## src/rtl/avalon_st_seq_source.sv

```systemverilog
// avalon_st_seq_source
//   Avalon-ST source that emits one packet of an arithmetic sequence per
//   start request: beat k carries (START_VAL + k*STEP) mod 2^DATA_W, for
//   k = 0 .. COUNT-1. The first beat is marked with sop and the last with eop.
//   The sink's readyLatency (0 or 1) is selected by READY_LATENCY.
//
// Ports
//   clk     : single clock, rising edge
//   resetn  : asynchronous reset, active HIGH (1 = reset) despite the name
//   start   : request one packet; only looked at in IDLE or DONE
//   ready   : sink ready
//   valid   : source valid (registered)
//   data    : beat payload (registered, holds its last value when not valid)
//   sop     : startofpacket, only ever high together with valid
//   eop     : endofpacket, only ever high together with valid
//   busy    : high while arming or streaming a packet
//   done    : high once a packet has completed, until the next start/reset
module avalon_st_seq_source #(
  parameter int DATA_W        = 8,
  parameter int START_VAL     = 4,
  parameter int STEP          = 1,
  parameter int COUNT         = 3,
  parameter int READY_LATENCY = 1
) (
  input  logic              clk,
  input  logic              resetn,
  input  logic              start,
  input  logic              ready,
  output logic              valid,
  output logic [DATA_W-1:0] data,
  output logic              sop,
  output logic              eop,
  output logic              busy,
  output logic              done
);

  localparam int                 IDX_W    = (COUNT > 1) ? $clog2(COUNT) : 1;
  localparam logic [IDX_W-1:0]   LAST_IDX = IDX_W'(COUNT - 1);
  localparam logic [IDX_W-1:0]   IDX_ONE  = IDX_W'(1);
  localparam logic [DATA_W-1:0]  START_D  = DATA_W'(START_VAL);
  localparam logic [DATA_W-1:0]  STEP_D   = DATA_W'(STEP);

  typedef enum logic [1:0] {
    S_IDLE,
    S_ARM,
    S_STREAM,
    S_DONE
  } state_t;

  state_t            state;
  logic [IDX_W-1:0]  idx;
  logic [DATA_W-1:0] cur;
  // Latency-1 only: the last beat has been issued; the next cycle closes
  // the packet so busy stays high while that beat is on the bus.
  logic              last_iss;

  // Sequence values wrap modulo 2^DATA_W.
  function automatic logic [DATA_W-1:0] wrap_add(input logic [DATA_W-1:0] a,
                                                 input logic [DATA_W-1:0] b);
    return a + b;
  endfunction

  always_ff @(posedge clk or posedge resetn) begin
    if (resetn) begin
      state    <= S_IDLE;
      idx      <= '0;
      cur      <= START_D;
      last_iss <= 1'b0;
      valid    <= 1'b0;
      data     <= '0;
      sop      <= 1'b0;
      eop      <= 1'b0;
      busy     <= 1'b0;
      done     <= 1'b0;
    end else begin
      case (state)
        S_IDLE, S_DONE: begin
          valid <= 1'b0;
          sop   <= 1'b0;
          eop   <= 1'b0;
          if (start) begin
            state    <= S_ARM;
            idx      <= '0;
            cur      <= START_D;
            last_iss <= 1'b0;
            busy     <= 1'b1;
            done     <= 1'b0;
          end
        end

        S_ARM: begin
          state <= S_STREAM;
          // With latency 0 the first beat must already be on the bus in the
          // first STREAM cycle, so it is loaded here.
          if (READY_LATENCY == 0) begin
            valid <= 1'b1;
            data  <= cur;
            sop   <= 1'b1;
            eop   <= (idx == LAST_IDX);
          end
        end

        S_STREAM: begin
          if (READY_LATENCY == 0) begin
            // Beat stays presented (data/sop/eop stable) until accepted.
            if (valid && ready) begin
              if (idx == LAST_IDX) begin
                valid <= 1'b0;
                sop   <= 1'b0;
                eop   <= 1'b0;
                state <= S_DONE;
                busy  <= 1'b0;
                done  <= 1'b1;
              end else begin
                idx  <= idx + IDX_ONE;
                cur  <= wrap_add(cur, STEP_D);
                data <= wrap_add(cur, STEP_D);
                sop  <= 1'b0;
                eop  <= ((idx + IDX_ONE) == LAST_IDX);
              end
            end
          end else begin
            if (last_iss) begin
              valid <= 1'b0;
              sop   <= 1'b0;
              eop   <= 1'b0;
              state <= S_DONE;
              busy  <= 1'b0;
              done  <= 1'b1;
            end else if (ready) begin
              // Sink was ready this cycle, so a beat issued now is a transfer.
              valid <= 1'b1;
              data  <= cur;
              sop   <= (idx == '0);
              eop   <= (idx == LAST_IDX);
              cur   <= wrap_add(cur, STEP_D);
              if (idx == LAST_IDX) begin
                last_iss <= 1'b1;
              end else begin
                idx <= idx + IDX_ONE;
              end
            end else begin
              valid <= 1'b0;
              sop   <= 1'b0;
              eop   <= 1'b0;
            end
          end
        end

        default: begin
          state <= S_IDLE;
          valid <= 1'b0;
          sop   <= 1'b0;
          eop   <= 1'b0;
          busy  <= 1'b0;
          done  <= 1'b0;
        end
      endcase
    end
  end

endmodule

```

## config.mk

```make
export PLATFORM = sky130hd
export DESIGN_NAME = avalon_st_seq_source
export DESIGN_NICKNAME = d
export VERILOG_FILES = /design/src/rtl/avalon_st_seq_source.sv
export SDC_FILE = /design/constraint.sdc
export NUM_CORES = 1
export LEC_CHECK = 0
export ABC_AREA = 1
export CAP_MARGIN = 15
export CORE_MARGIN = 2
export CORE_UTILIZATION = 50
export DETAILED_ROUTE_END_ITERATION = 10
export HOLD_SLACK_MARGIN = 0.15
export PLACE_DENSITY_LB_ADDON = 0.12
export SYNTH_ARGS = -nofsm -noshare
export SYNTH_HDL_FRONTEND = slang
export SYNTH_SLANG_ARGS = --single-unit
```

## constraint.sdc

```tcl
create_clock -name clk -period 1.6 [get_ports clk]
set_clock_uncertainty 0.1 [all_clocks]
set_input_delay 0.32 -clock clk [delete_from_list [all_inputs] [get_ports clk]]
set_output_delay 0.32 -clock clk [all_outputs]
set_load 0.005 [all_outputs]
```

==> impl_results.md <==
* Final Hold Violating Endpoints at 0
* CTS tree: built
* FF+latch count, synth at 26
* Drt wl/cell at 12.8 um
* Slew Viols, Final at 0
* Largest stage delay on the critical path at 0.48 ns
* Die extent in y at 54.4 um
* Yosys cell types at 16
* GP Congestion at 0.872
* CP startpoint: state[1]
* Cell count after synthesis at 150
* Most frequent cells in the layout: nand2_1, dfrtp_1, inv_1, o21ai_0, dlygate4sd2_1
* FILL cells at 210
* Syn Nets at 160
* Hold wc startpoint: eop
* Initial antenna violation count at 0
* Clock Latency Late Sink at 0.31 ns
* YS warnings at 0
* CP arrival at 1.67 ns
* Max-cap viol count at 0
* Vias at 1096
* CTS root buf: clkbuf_4
* Crit path max fanout at 7
* Fin area at 1610 um2
* Share of cells above drive strength 1 at 0.182
* Min-Delay Endpoint: eop
* Worst flop-to-flop path startpoint: state[1]
* Final Cycle Share at 0.970
* Vias in the first global route at 1042
* Routed wire length at 2.71 mm
* Initial core utilization at 0.521
* Commonest non-fill, non-tap cell in the layout: nand2_1
* Setup crit end kind: flop
* Die area at 2950 um2
* Clock transition at the registers of the reported paths at 0.14 ns
* Die Span X at 54.4 um
* # diodes at 0
* Dpl ws at -0.202 ns
* Core ar. at 2430 um2
* Headroom to the max-slew limit at 0.832
* Htree depth at 1
* Mean Syn Cell Area at 8.45 um2
* CP cell instances: ha_4 -> inv_2 -> nand2_2 -> nand2_2 -> nor2_4 -> buf_6 -> inv_1 -> nand2_1 -> nand2_1
* Number of remaining DRC errors at 0
* Slew @ Worst Pin at 0.251 ns
* Top cell type's share of synthesized area at 0.494
* Port Buffers at 16
* Fin crit period at 1.55 ns
* Post-layout nets at 192
* Setup WS post-layout at 0.0487 ns
* Hold depth at 2
* Sequential area share after synthesis at 0.514
* CTS Sinks at 26
* Area grow syn2layout at 27.2%
* DR iter-0 viols at 26
* First-pass GRT wire length at 4.30 mm
* Leak at 0.833 nW
* TritonCTS buffer count at 3
* Hold WC Path Type: flop to flop
* WP buf/inv at 3
* Register-to-Register Setup Slack at 0.05 ns
* Post-DP Area at 1500 um2
* Startpoint Class: flop
* Worst vdd ir at 1.10 mV
* DRT antenna net count at 0
* Ranking of synthesized cells by area: dfrtp_1, nand2_1, o21ai_0, inv_1, ha_1
* IO Pins at 17
* Status: completed
* Largest net degree at the start of global routing at 15
* Hpwl dp at 1.93 mm
* Fmax at 0.645 GHz
* Core Util, Final at 0.663
* GRT overflow at 0
* Longest Clk Path Bufs at 2
* Cell Rows at 18
* CP Class: flop to flop
* RSZ-0062 raised after global routing: yes
* Total GRT Usage at 0.202
* CP top delay family: flip-flops
* Post-synthesis cell area at 1270 um2
* Power Dens Cells at 1690 nW/um2
* Critical Path RT at 1.72 ns
* FF-to-FF path depth at 9
* Synth area leader: dfrtp_1
* CP max stage cell: dfrtp_2
* Vias/cell at 5.19
* Reg-to-Reg End: cur[7]
* 1st-pass router iterations at 4
* Setup violators final at 0
cells by family after synthesis:
logic type	after synthesis	share of synthesized area
AO/OA/AOI/OAI	26	0.103
XOR/XNOR	1	0.00691
adder cells (fa/ha/maj)	6	0.0592
buffers and inverters	27	0.0898
flip-flops	26	0.514
multiplexers	2	0.0178
AND/OR/NAND/NOR	62	0.209
sequential cells by signal, summed over array words and instances (netlist names):
| name | cells |
|---|---|
| last_iss | 1 |
| cur | 8 |
| state | 2 |
| idx | 2 |
| done | 1 |
| data | 8 |
| busy | 1 |
| valid | 1 |
| sop | 1 |
| eop | 1 |
layout make-up:
class	instances	area [um2]	share of cell area
Inverter	24	90.1	0.0559
Tap cell	30	37.5	0.0233
Timing Repair Buffer	30	259	0.161
Clock buffer	4	26.3	0.0163
Multi-Input combinational cell	97	547	0.339
Sequential cell	26	653	0.405
worst max path at each step:
stage          endpoint  slack (ns)  depth (start not counted)
2_1_floorplan    cur[4]        0.12                          8
6_report         cur[7]        0.05                          9
3_3_place_gp     cur[5]       -0.11                          8
5_1_grt          cur[7]       -0.04                          9
3_5_place_dp     cur[6]       -0.20                          8
4_1_cts          cur[7]        0.02                          9
worst register-to-register path, stage by stage, from the launching register on:
cell	delay [ns]
dfrtp_2	0.48
ha_4	0.31
inv_2	0.04
nand2_2	0.06
nand2_2	0.06
nor2_4	0.15
buf_6	0.15
inv_1	0.04
nand2_1	0.04
nand2_1	0.04
layer usage:
layer,part of all wire,track usage,vias to the layer above
met5,0,0,-
met2,0.51,0.347,19
met1,0.45,0.242,532
met4,0.013,0.104,0
met3,0.028,0.0328,4
li1,-,-,541
synth_stat cells:
cell type	number
nand4_1	5
buf_6	1
inv_1	24
o21ai_0	22
a21oi_1	4
nand2_1	40
mux2_2	2
dfstp_2	1
nor2_4	1
buf_4	1
ha_1	6
nand3_1	10
buf_2	1
nor2_1	6
dfrtp_1	25
xor2_1	1
metrics by stage:
step / total power, W / instances / hold WS (ns) / TNS, ns
floorplan: 0.00172 / 150 / 0.259 / 0
global placement: 0.00205 / 201 / 0.363 / -0.705
detailed placement: 0.00211 / 201 / 0.372 / -1.40
CTS: 0.00254 / 211 / 0.399 / 0
global route: 0.00294 / 211 / 0.420 / -0.0889
finish: 0.00272 / 211 / 0.396 / 0
power breakdown:
part | switching [W] | internal, W
logic | 0.000830 | 0.000653
clock network | 0.000180 | 0.0000972
registers | 0.000131 | 0.000831
total | 0.00114 | 0.00158
timing repair:
item | in CTS | in global routing
pin swaps | 1 | 4
endpoints found under the setup margin | 24 | 12
endpoints found under the hold margin | 3 | 0
gates resized for setup | 18 | 18
hold buffers | 1 | 0
setup buffers | 5 | 0
No activity file was read; power rests on OpenSTA's default activity.
